File: src/rtl/sram_req_ctrl_16384x32.sv
// sram_req_ctrl_16384x32
//
// Request-side controller for a 16384x32 byte-write SRAM. Requests arrive on a
// valid/ready channel and are driven straight onto the SRAM port in the accept
// cycle. Read data returns one cycle after the read select. It is captured into
// a small in-order response buffer that drains on a valid/ready channel. After
// reset, and whenever clear_start is pulsed, the whole array is zero-filled
// before traffic is served again.
//
// Ports
//   clk                  in   single clock (SRAM is clocked from the same net)
//   reset                in   asynchronous, active-high
//   req_valid/req_ready  in/out request handshake
//   req_read_not_write   in   1 = read, 0 = write
//   req_address          in   word address
//   req_byte_enable      in   write byte enables (ignored on reads)
//   req_write_data       in   write data
//   resp_valid/resp_ready out/in response handshake
//   resp_data            out  read data, in request order
//   clear_start          in   one-cycle pulse requesting a zero-fill
//   clear_busy           out  zero-fill pending or running
//   sram_clock__enable   out  SRAM clock enable, tied high
//   sram_select, sram_read_not_write, sram_write_enable,
//   sram_address, sram_write_data   out  SRAM command port
//   sram_data_in         in   SRAM read data, valid the cycle after a read select
//
// state    | meaning
// ---------+-------------------------------------------------------------
// ST_CLEAR | writing zero to clear_addr every cycle; no requests accepted
// ST_RUN   | serving requests; pending clear waits for reads to drain

module sram_req_ctrl_16384x32 #(
    parameter int unsigned address_width = 14,
    parameter int unsigned data_width    = 32,
    parameter int unsigned resp_depth    = 2
) (
    input  logic                      clk,
    input  logic                      reset,
    input  logic                      req_valid,
    output logic                      req_ready,
    input  logic                      req_read_not_write,
    input  logic [address_width-1:0]  req_address,
    input  logic [data_width/8-1:0]   req_byte_enable,
    input  logic [data_width-1:0]     req_write_data,
    output logic                      resp_valid,
    input  logic                      resp_ready,
    output logic [data_width-1:0]     resp_data,
    input  logic                      clear_start,
    output logic                      clear_busy,
    output logic                      sram_clock__enable,
    output logic                      sram_select,
    output logic                      sram_read_not_write,
    output logic [data_width/8-1:0]   sram_write_enable,
    output logic [address_width-1:0]  sram_address,
    output logic [data_width-1:0]     sram_write_data,
    input  logic [data_width-1:0]     sram_data_in
);

    localparam int unsigned ptr_width = $clog2(resp_depth);
    localparam int unsigned cnt_width = $clog2(resp_depth + 1);
    localparam int unsigned occ_width = cnt_width + 1;

    typedef enum logic {
        ST_CLEAR = 1'b0,
        ST_RUN   = 1'b1
    } state_t;

    state_t                     state_q, state_d;
    logic [address_width-1:0]   clear_addr_q, clear_addr_d;
    logic                       clear_pending_q, clear_pending_d;
    logic                       rd_inflight_q, rd_inflight_d;
    logic [data_width-1:0]      buf_q [resp_depth];
    logic [data_width-1:0]      buf_d [resp_depth];
    logic [ptr_width-1:0]       wr_ptr_q, wr_ptr_d;
    logic [ptr_width-1:0]       rd_ptr_q, rd_ptr_d;
    logic [cnt_width-1:0]       count_q, count_d;

    logic                       push;
    logic                       pop;
    logic                       fire;
    logic [occ_width-1:0]       occupancy;

    function automatic logic [ptr_width-1:0] ptr_next(input logic [ptr_width-1:0] p);
        logic [ptr_width-1:0] n;
        if (p == ptr_width'(resp_depth - 1)) begin
            n = '0;
        end else begin
            n = p + 1'b1;
        end
        return n;
    endfunction

    assign sram_clock__enable = 1'b1;
    assign resp_valid         = (count_q != '0);
    assign resp_data          = buf_q[rd_ptr_q];
    assign clear_busy         = (state_q == ST_CLEAR) | clear_pending_q;

    // Credit check: an outstanding read plus buffered entries, less the one
    // leaving this cycle, must leave room for the read about to be accepted.
    always_comb begin
        pop       = resp_valid & resp_ready;
        push      = rd_inflight_q;
        occupancy = occ_width'(count_q) + occ_width'(rd_inflight_q) - occ_width'(pop);
        req_ready = (state_q == ST_RUN) & ~clear_pending_q
                    & (occupancy < occ_width'(resp_depth));
        fire      = req_valid & req_ready;
    end

    always_comb begin
        sram_select         = 1'b0;
        sram_read_not_write = 1'b1;
        sram_write_enable   = '0;
        sram_address        = req_address;
        sram_write_data     = req_write_data;
        case (state_q)
            ST_CLEAR: begin
                // Reset parks the FSM in ST_CLEAR; gating with reset keeps the
                // array untouched while reset is held.
                sram_select         = ~reset;
                sram_read_not_write = 1'b0;
                sram_write_enable   = '1;
                sram_address        = clear_addr_q;
                sram_write_data     = '0;
            end
            ST_RUN: begin
                sram_select         = fire;
                sram_read_not_write = req_read_not_write;
                sram_write_enable   = req_read_not_write ? '0 : req_byte_enable;
            end
            default: begin
                sram_select = 1'b0;
            end
        endcase
    end

    always_comb begin
        state_d         = state_q;
        clear_addr_d    = clear_addr_q;
        clear_pending_d = clear_pending_q;
        rd_inflight_d   = fire & req_read_not_write;
        case (state_q)
            ST_CLEAR: begin
                clear_addr_d = clear_addr_q + 1'b1;
                if (clear_addr_q == '1) begin
                    state_d = ST_RUN;
                end
            end
            ST_RUN: begin
                if (clear_pending_q && !rd_inflight_q && (count_q == '0)) begin
                    state_d         = ST_CLEAR;
                    clear_pending_d = 1'b0;
                end else if (clear_start) begin
                    clear_pending_d = 1'b1;
                end
            end
            default: begin
                state_d = ST_CLEAR;
            end
        endcase
    end

    always_comb begin
        buf_d    = buf_q;
        wr_ptr_d = wr_ptr_q;
        rd_ptr_d = rd_ptr_q;
        count_d  = count_q;
        if (push) begin
            buf_d[wr_ptr_q] = sram_data_in;
            wr_ptr_d        = ptr_next(wr_ptr_q);
        end
        if (pop) begin
            rd_ptr_d = ptr_next(rd_ptr_q);
        end
        case ({push, pop})
            2'b10:   count_d = count_q + 1'b1;
            2'b01:   count_d = count_q - 1'b1;
            default: count_d = count_q;
        endcase
    end

    always_ff @(posedge clk or posedge reset) begin
        if (reset) begin
            state_q         <= ST_CLEAR;
            clear_addr_q    <= '0;
            clear_pending_q <= 1'b0;
            rd_inflight_q   <= 1'b0;
            wr_ptr_q        <= '0;
            rd_ptr_q        <= '0;
            count_q         <= '0;
            for (int i = 0; i < int'(resp_depth); i++) begin
                buf_q[i] <= '0;
            end
        end else begin
            state_q         <= state_d;
            clear_addr_q    <= clear_addr_d;
            clear_pending_q <= clear_pending_d;
            rd_inflight_q   <= rd_inflight_d;
            wr_ptr_q        <= wr_ptr_d;
            rd_ptr_q        <= rd_ptr_d;
            count_q         <= count_d;
            buf_q           <= buf_d;
        end
    end

endmodule
File: config.mk
export PLATFORM = sky130hd
export DESIGN_NAME = sram_req_ctrl_16384x32
export DESIGN_NICKNAME = d
export VERILOG_FILES = /design/src/rtl/sram_req_ctrl_16384x32.sv
export SDC_FILE = /design/constraint.sdc
export NUM_CORES = 1
export LEC_CHECK = 0
export ABC_AREA = 1
export CAP_MARGIN = 20
export CORE_MARGIN = 2
export CORE_UTILIZATION = 24
export CTS_BUF_LIST = sky130_fd_sc_hd__clkbuf_16
export DETAILED_ROUTE_END_ITERATION = 8
export PLACE_DENSITY = 0.57
export RECOVER_POWER = 25
export SLEW_MARGIN = 20
export SYNTH_ARGS = -nofsm -noshare
export SYNTH_HDL_FRONTEND = slang
export SYNTH_SLANG_ARGS = --single-unit
File: constraint.sdc
create_clock -name clk -period 3.55 [get_ports clk]
set_input_delay 1.065 -clock clk [delete_from_list [all_inputs] [get_ports clk]]
set_output_delay 1.065 -clock clk [all_outputs]
set_load 0.02 [all_outputs]
# Word level (Yosys, flattened, before mapping)
# Index checks and enable logic that the tools add are counted.
[word_totals] regBits=85 output_inout_bits=88 wordCells=63
[op_classes] n_addsub=7 n_lt_le_gt_ge=4 n_eq_ne=3 mux=20 n_bitwise=11 n_reduce_logical=9
[op_table] cell="2-to-1 mux 32 bit" n=5
[op_table] cell="bitwise mux 64 bit" n=1
[op_table] cell="demux 32 bit (select 1 bit)" n=1
[op_table] cell="adder 14 x 1 -> 14 bit, second input constant" n=1
[op_table] cell="== test 14 bit, second input constant" n=1
[op_table] cell="2-to-1 mux 14 bit" n=1
[op_table] cell="case mux 4 bit (2 select lines)" n=1
[op_table] cell="2-to-1 mux 1 bit" n=6
[op_table] cell="case mux 1 bit (2 select lines)" n=3
[op_table] cell="nonzero test 2 bit" n=3
[op_table] cell="bitwise AND 1 bit" n=5
[op_table] cell="greater-or-equal comparator 2 bit, second input constant" n=2
[op_table] cell="2-to-1 mux 4 bit" n=1
[op_table] cell="inverter 1 -> 2 bit" n=2
[op_table] cell="case mux 2 bit (2 select lines)" n=1
[op_table] cell="adder 2 x 1 -> 3 bit" n=1
[op_table] cell="logical AND 1 bit" n=3
[op_table] cell="less-than comparator 3 x 2 -> 1 bit, second input constant" n=1
[op_table] cell="inverter 1 bit" n=3
[op_table] cell="subtractor 3 x 1 -> 3 bit" n=1
[op_table] cell="adder 1 bit, second input constant" n=2
[op_table] cell="adder 2 x 1 -> 2 bit, second input constant" n=1
[op_table] cell="== test 2 x 1 -> 1 bit, second input constant" n=1
[op_table] cell="== test 2 bit, second input constant" n=1
[op_table] cell="6 further kinds" n=6

# Depth between registers and ports, before layout
[depth] word_depth=7 depth_mapped=12 ltp_nobuf=12

# Least setup slack after synthesis
# No wires, ideal clock.
[synth_path] kind="input port to output port" from="input resp_ready" to="output sram_select" arrival_ns=2.592 required_time_ns=2.485 path_slack_ns=-0.107 stages=10 path_cell_list="nand2_1 > nand2_1 > nand2_1 > nand2_1 > fa_1 > xnor2_1 > nand2_1 > nor2_1 > nand2_1 > o21ai_0"
[synth_via] elab_chain_len=6
[synth_rtl] item="from (decl)" line_no="46" text="input logic resp_ready,"
[synth_rtl] item="bitwise AND 1 bit" line_no="101" text="pop = resp_valid & resp_ready;"
[synth_rtl] item="subtractor 3 x 1 -> 3 bit" line_no="103" text="occupancy = occ_width'(count_q) + occ_width'(rd_inflight_q) - occ_width'(pop);"
[synth_rtl] item="less-than comparator 3 x 2 -> 1 bit" line_no="105" text="& (occupancy < occ_width'(resp_depth));"
[synth_rtl] item="bitwise AND 1 bit" line_no="105"
[synth_rtl] item="net req_ready" line_no="40" text="output logic req_ready,"
[synth_rtl] item="bitwise AND 1 bit" line_no="106" text="fire = req_valid & req_ready;"
[synth_rtl] item="case mux 1 bit (2 select lines)" line_no="115" text="case (state_q)"
[synth_rtl] item="to (decl)" line_no="51" text="output logic sram_select,"
# The timed path passes the listed nets, and every way through them passes these cells.

# Worst setup path after layout
[layout_path] from="input resp_ready" to="output sram_select"
[layout_via] elab_chain_len=6
[layout_rtl] item="bitwise AND 1 bit" line_no="101"
[layout_rtl] item="subtractor 3 x 1 -> 3 bit" line_no="103"
[layout_rtl] item="less-than comparator 3 x 2 -> 1 bit" line_no="105"
[layout_rtl] item="bitwise AND 1 bit" line_no="105"
[layout_rtl] item="bitwise AND 1 bit" line_no="106"
[layout_rtl] item="case mux 1 bit (2 select lines)" line_no="115"
# No other way between the ends.

==> summary.md <==
| Metric | Value |
|---|---|
| Setup ws final | 51.26 ps |
| Fin util | 39.53% |
| Minimum clock period | 3499 ps |
| Top Family by Delay on Critical Path | adder cells |
| Critical Path AT | 2430 ps |
| Boundary Pins | between 150 and 200 |
| Routed length per placed instance | 12.04 microns |
| Hold crit path type | reg2reg |
| CP required | approximately 2500 ps |
| Worst skew pair latency | around 340 ps |
| Drt first pass iters | 5 |
| DIE HEIGHT | 139.4 microns |
| Ant. Diodes | 0 |
| Clk buf depth | 2 |
| FF-to-FF Start | count_q[0]$_DFFE_PP0N_ |
| Met1 Routed Length | 5.664 mm |
| Fin. Hold Viols | 0 |
| Final ANT Viol Nets | 0 |
| Slew at the pin closest to its max-slew limit | 1830 ps |
| Max Freq | 285.8 MHz |
| Synthesized flop and latch total | 85 |
| Port bufs | 174 |
| Cell variety after synth | 28 |
| Critical-path cell list | buf_8 > nand2_4 > nand2_4 > nand2_4 > nand2_1 > fa_2 > nand2_1 > nor2_2 > nand2_1 > o21ai_1 > buf_4 |
| Peak VDD IR | 0.2686 mV |
| Final setup vio count | 0 |
| Vias | 4,240 |
| Critical path class | in2out |
| Fin crit share | 98.56% |
| Area of the core | 17,960 sq um |
| Post-synth top area cell | dfrtp_1 |
| Htree depth | 3 |
| Drc violations | 0 |
| Warnings, synthesis | 0 |
| CTS sink count | 85 |
| Mean area per synthesized cell | 7.396 sq um |
| GRT Util Overall | between 10% and 20% |
| Proportion of layout cells with a drive suffix above 1 | 14.57% |
| Nets@finish | 902 |
| CP peak stage delay | about 520 ps |
| Synth Instances | 595 |
| Post-DP HPWL | 8.132 mm |
| Top cells by area, synth | dfrtp_1 (48%), nand2_1 (23%), inv_1 (7.9%) |
| Hold-critical path endpoint | buf_q[52]$_DFFE_PP0P_ |
| Pre-CTS setup slack | -850.7 ps |
| Grt total ovfl | 0 |
| Starting Density | around 24% |
| RePlAce Congestion | 0.7695 |
| CP max-delay cell | fa_2 |
| Worst r2r path cells | 23 |
| Power Total | 3.545 mW |
| Pin count of the biggest net entering global routing | 53 |
| Setup Skew | 3.686 ps |
| Top Layer Used | met5 |
| Max Cap Viol | 1 |
| Met2 routed WL | 5.766 mm |
| CP Capture Type | primary output |
| PD cells | roughly 500 nW/um^2 |
| DR vias/cell | ~4.1 |
| Die Width | 139.4 microns |
| RR Endpoint | push$_DFF_PP0_ |
| Failing checks | capacitance limit, slew limit |
| Clock root buffer | clkbuf_16 |
| Hold Crit Depth | 2 |
| Post-Syn Area | roughly 4400 sq um |
| Reg2Reg Setup Slack | 180 ps |
| TritonCTS clock tree | yes |
| Row count | 49 |
| Hold buffers post-CTS | 0 |
| Syn nets | 685 |
| 1st-iter DRT viols | about 180 |
| Critical path fanouts, max | 3 |
| Worst Path Buf+Inv | 2 |
| Post-Layout Cell Count | around 1,000 |
| CTS buffer count | 9 |
| Number of global-route vias before repair | 4,221 |
| Clock slew at reported path FFs | 60 ps |
| Die area | 19,430 sq um |
| Crit start category | primary input |
| Post-Route WL | roughly 13 mm |
| Global-route wire length before repair | 20.63 mm |
| Relative slew slack | -22.01% |
| Initial antenna violation count | 1 |
| Min-delay src | buf_q[52]$_DFFE_PP0P_ |
| Final count of pins violating max slew | 34 |
| Seq/Total Area, Yosys | around half |
| Hold WS | 479.4 ps |
| Inst Count DP | 983 |
| Status | finished, violations left |
| DR WL met3 | 863 microns |
| Yosys top cell area share | 48.34% |
| P&R area growth vs syn | 61.36% |
| LEAKAGE | between 3 and 4 nW |
-- state kept, by name, summed over array words and instances, names as in the netlist --
register / cells
clear_addr_q: 14
wr_ptr_q: 1
clear_pending_q: 1
buf_q: 64
push: 1
rd_ptr_q: 1
count_q: 2
state_q: 1
-- worst reg2reg max path: cells and delay by family, from the launching register on --
kind / cells / cell delay (ps)
buf+inv: 13 / 1610
simple gates: 9 / 780
fa+ha+maj: 1 / 520
flops: 1 / 380
-- kinds of logic (layout without fill, tap and decap cells) --
logic type | after synthesis | count (layout) | share of synthesized area (%)
compound gates | 81 | 81 | 11.29
xor+xnor | 9 | 9 | 1.791
other cells | 1 | 1 | 0.08522
buf+inv | 125 | 347 | 11.88
fa+ha+maj | 2 | 2 | 0.7392
simple gates | 292 | 292 | 25.87
flops | 85 | 85 | 48.34
-- per-stage QoR --
stage	TNS, ps	instance area (sq um)
finish	0	7101
global route	-8.203	7101
CTS	0	7061
detailed placement	-1629	6404
global placement	-1580	6384
floorplan	0	4403
-- worst max path at each step --
stage	start	to	slack (ps)	cells past startpoint
global route	resp_ready	sram_select	-8	11
global placement	resp_ready	sram_select	-820	11
detailed placement	resp_ready	sram_select	-850	11
finish	resp_ready	sram_select	50	11
CTS	resp_ready	sram_select	20	11
floorplan	resp_ready	sram_select	2	10
-- cells in the final DEF, fill, tap and decap left out, types with 2 or more instances in the layout --
cell type and count:
dlygate4sd3_1 31, o21ai_1 10, a21oi_1 4, nand3_1 6
buf_4 57, clkbuf_16 9, xor2_1 6, nand2_4 3
nor2_1 8, nand2_2 2, buf_12 2, inv_6 2
or2_2 2, xnor2_1 2, o21ai_0 42, nand4_1 6
inv_1 93, clkdlybuf4s50_1 140, dfrtp_1 84, nand2_1 259
o21ai_2 23, clkinv_2 2, nor2_2 3
-- per-layer routing --
metal | track usage, % | up-vias
met3 | 4.198 | 26
met1 | 15.95 | 1865
met5 | 0 | -
li1 | - | 2210
met2 | 21.59 | 137
met4 | 4.944 | 2
-- cells in the mapped netlist --
cell,instances
a21oi_1,4
buf_2,4
buf_4,1
buf_6,6
clkbuf_1,18
clkinv_1,1
conb_1,1
dfrtp_1,85
fa_1,1
ha_1,1
inv_1,93
inv_2,2
nand2_1,264
nand3_1,7
nand4_1,6
nor2_1,9
nor2_2,2
nor2_4,1
nor3_1,1
o21ai_0,43
o21ai_1,9
o21ai_2,23
o21bai_1,1
o31ai_1,1
or2_1,1
or2_2,1
xnor2_1,2
xor2_1,7
-- power breakdown --
group | switching [mW] | internal, mW | total (mW)
Combinational | 0.821 | 0.750 | 1.57
Sequential | 0.0183 | 1.00 | 1.02
Clock | 0.401 | 0.549 | 0.950
Total | 1.24 | 2.30 | 3.54
-- repair_timing --
item	CTS	global route
resized for setup	18	13
setup buffers	48	1
pin swaps	5	3
setup endpoints to repair	2	5
-- layout make-up --
type | instances | area (sq um)
Clock buffer | 9 | 225.2
Clock inverter | 7 | 73.82
Fill cell | 1873 | 10860
Inverter | 96 | 361.6
Multi-Input combinational cell | 385 | 1803
Sequential cell | 85 | 2128
Tap cell | 229 | 286.5
Timing Repair Buffer | 235 | 2222
Power figures use the tool's default switching activity.
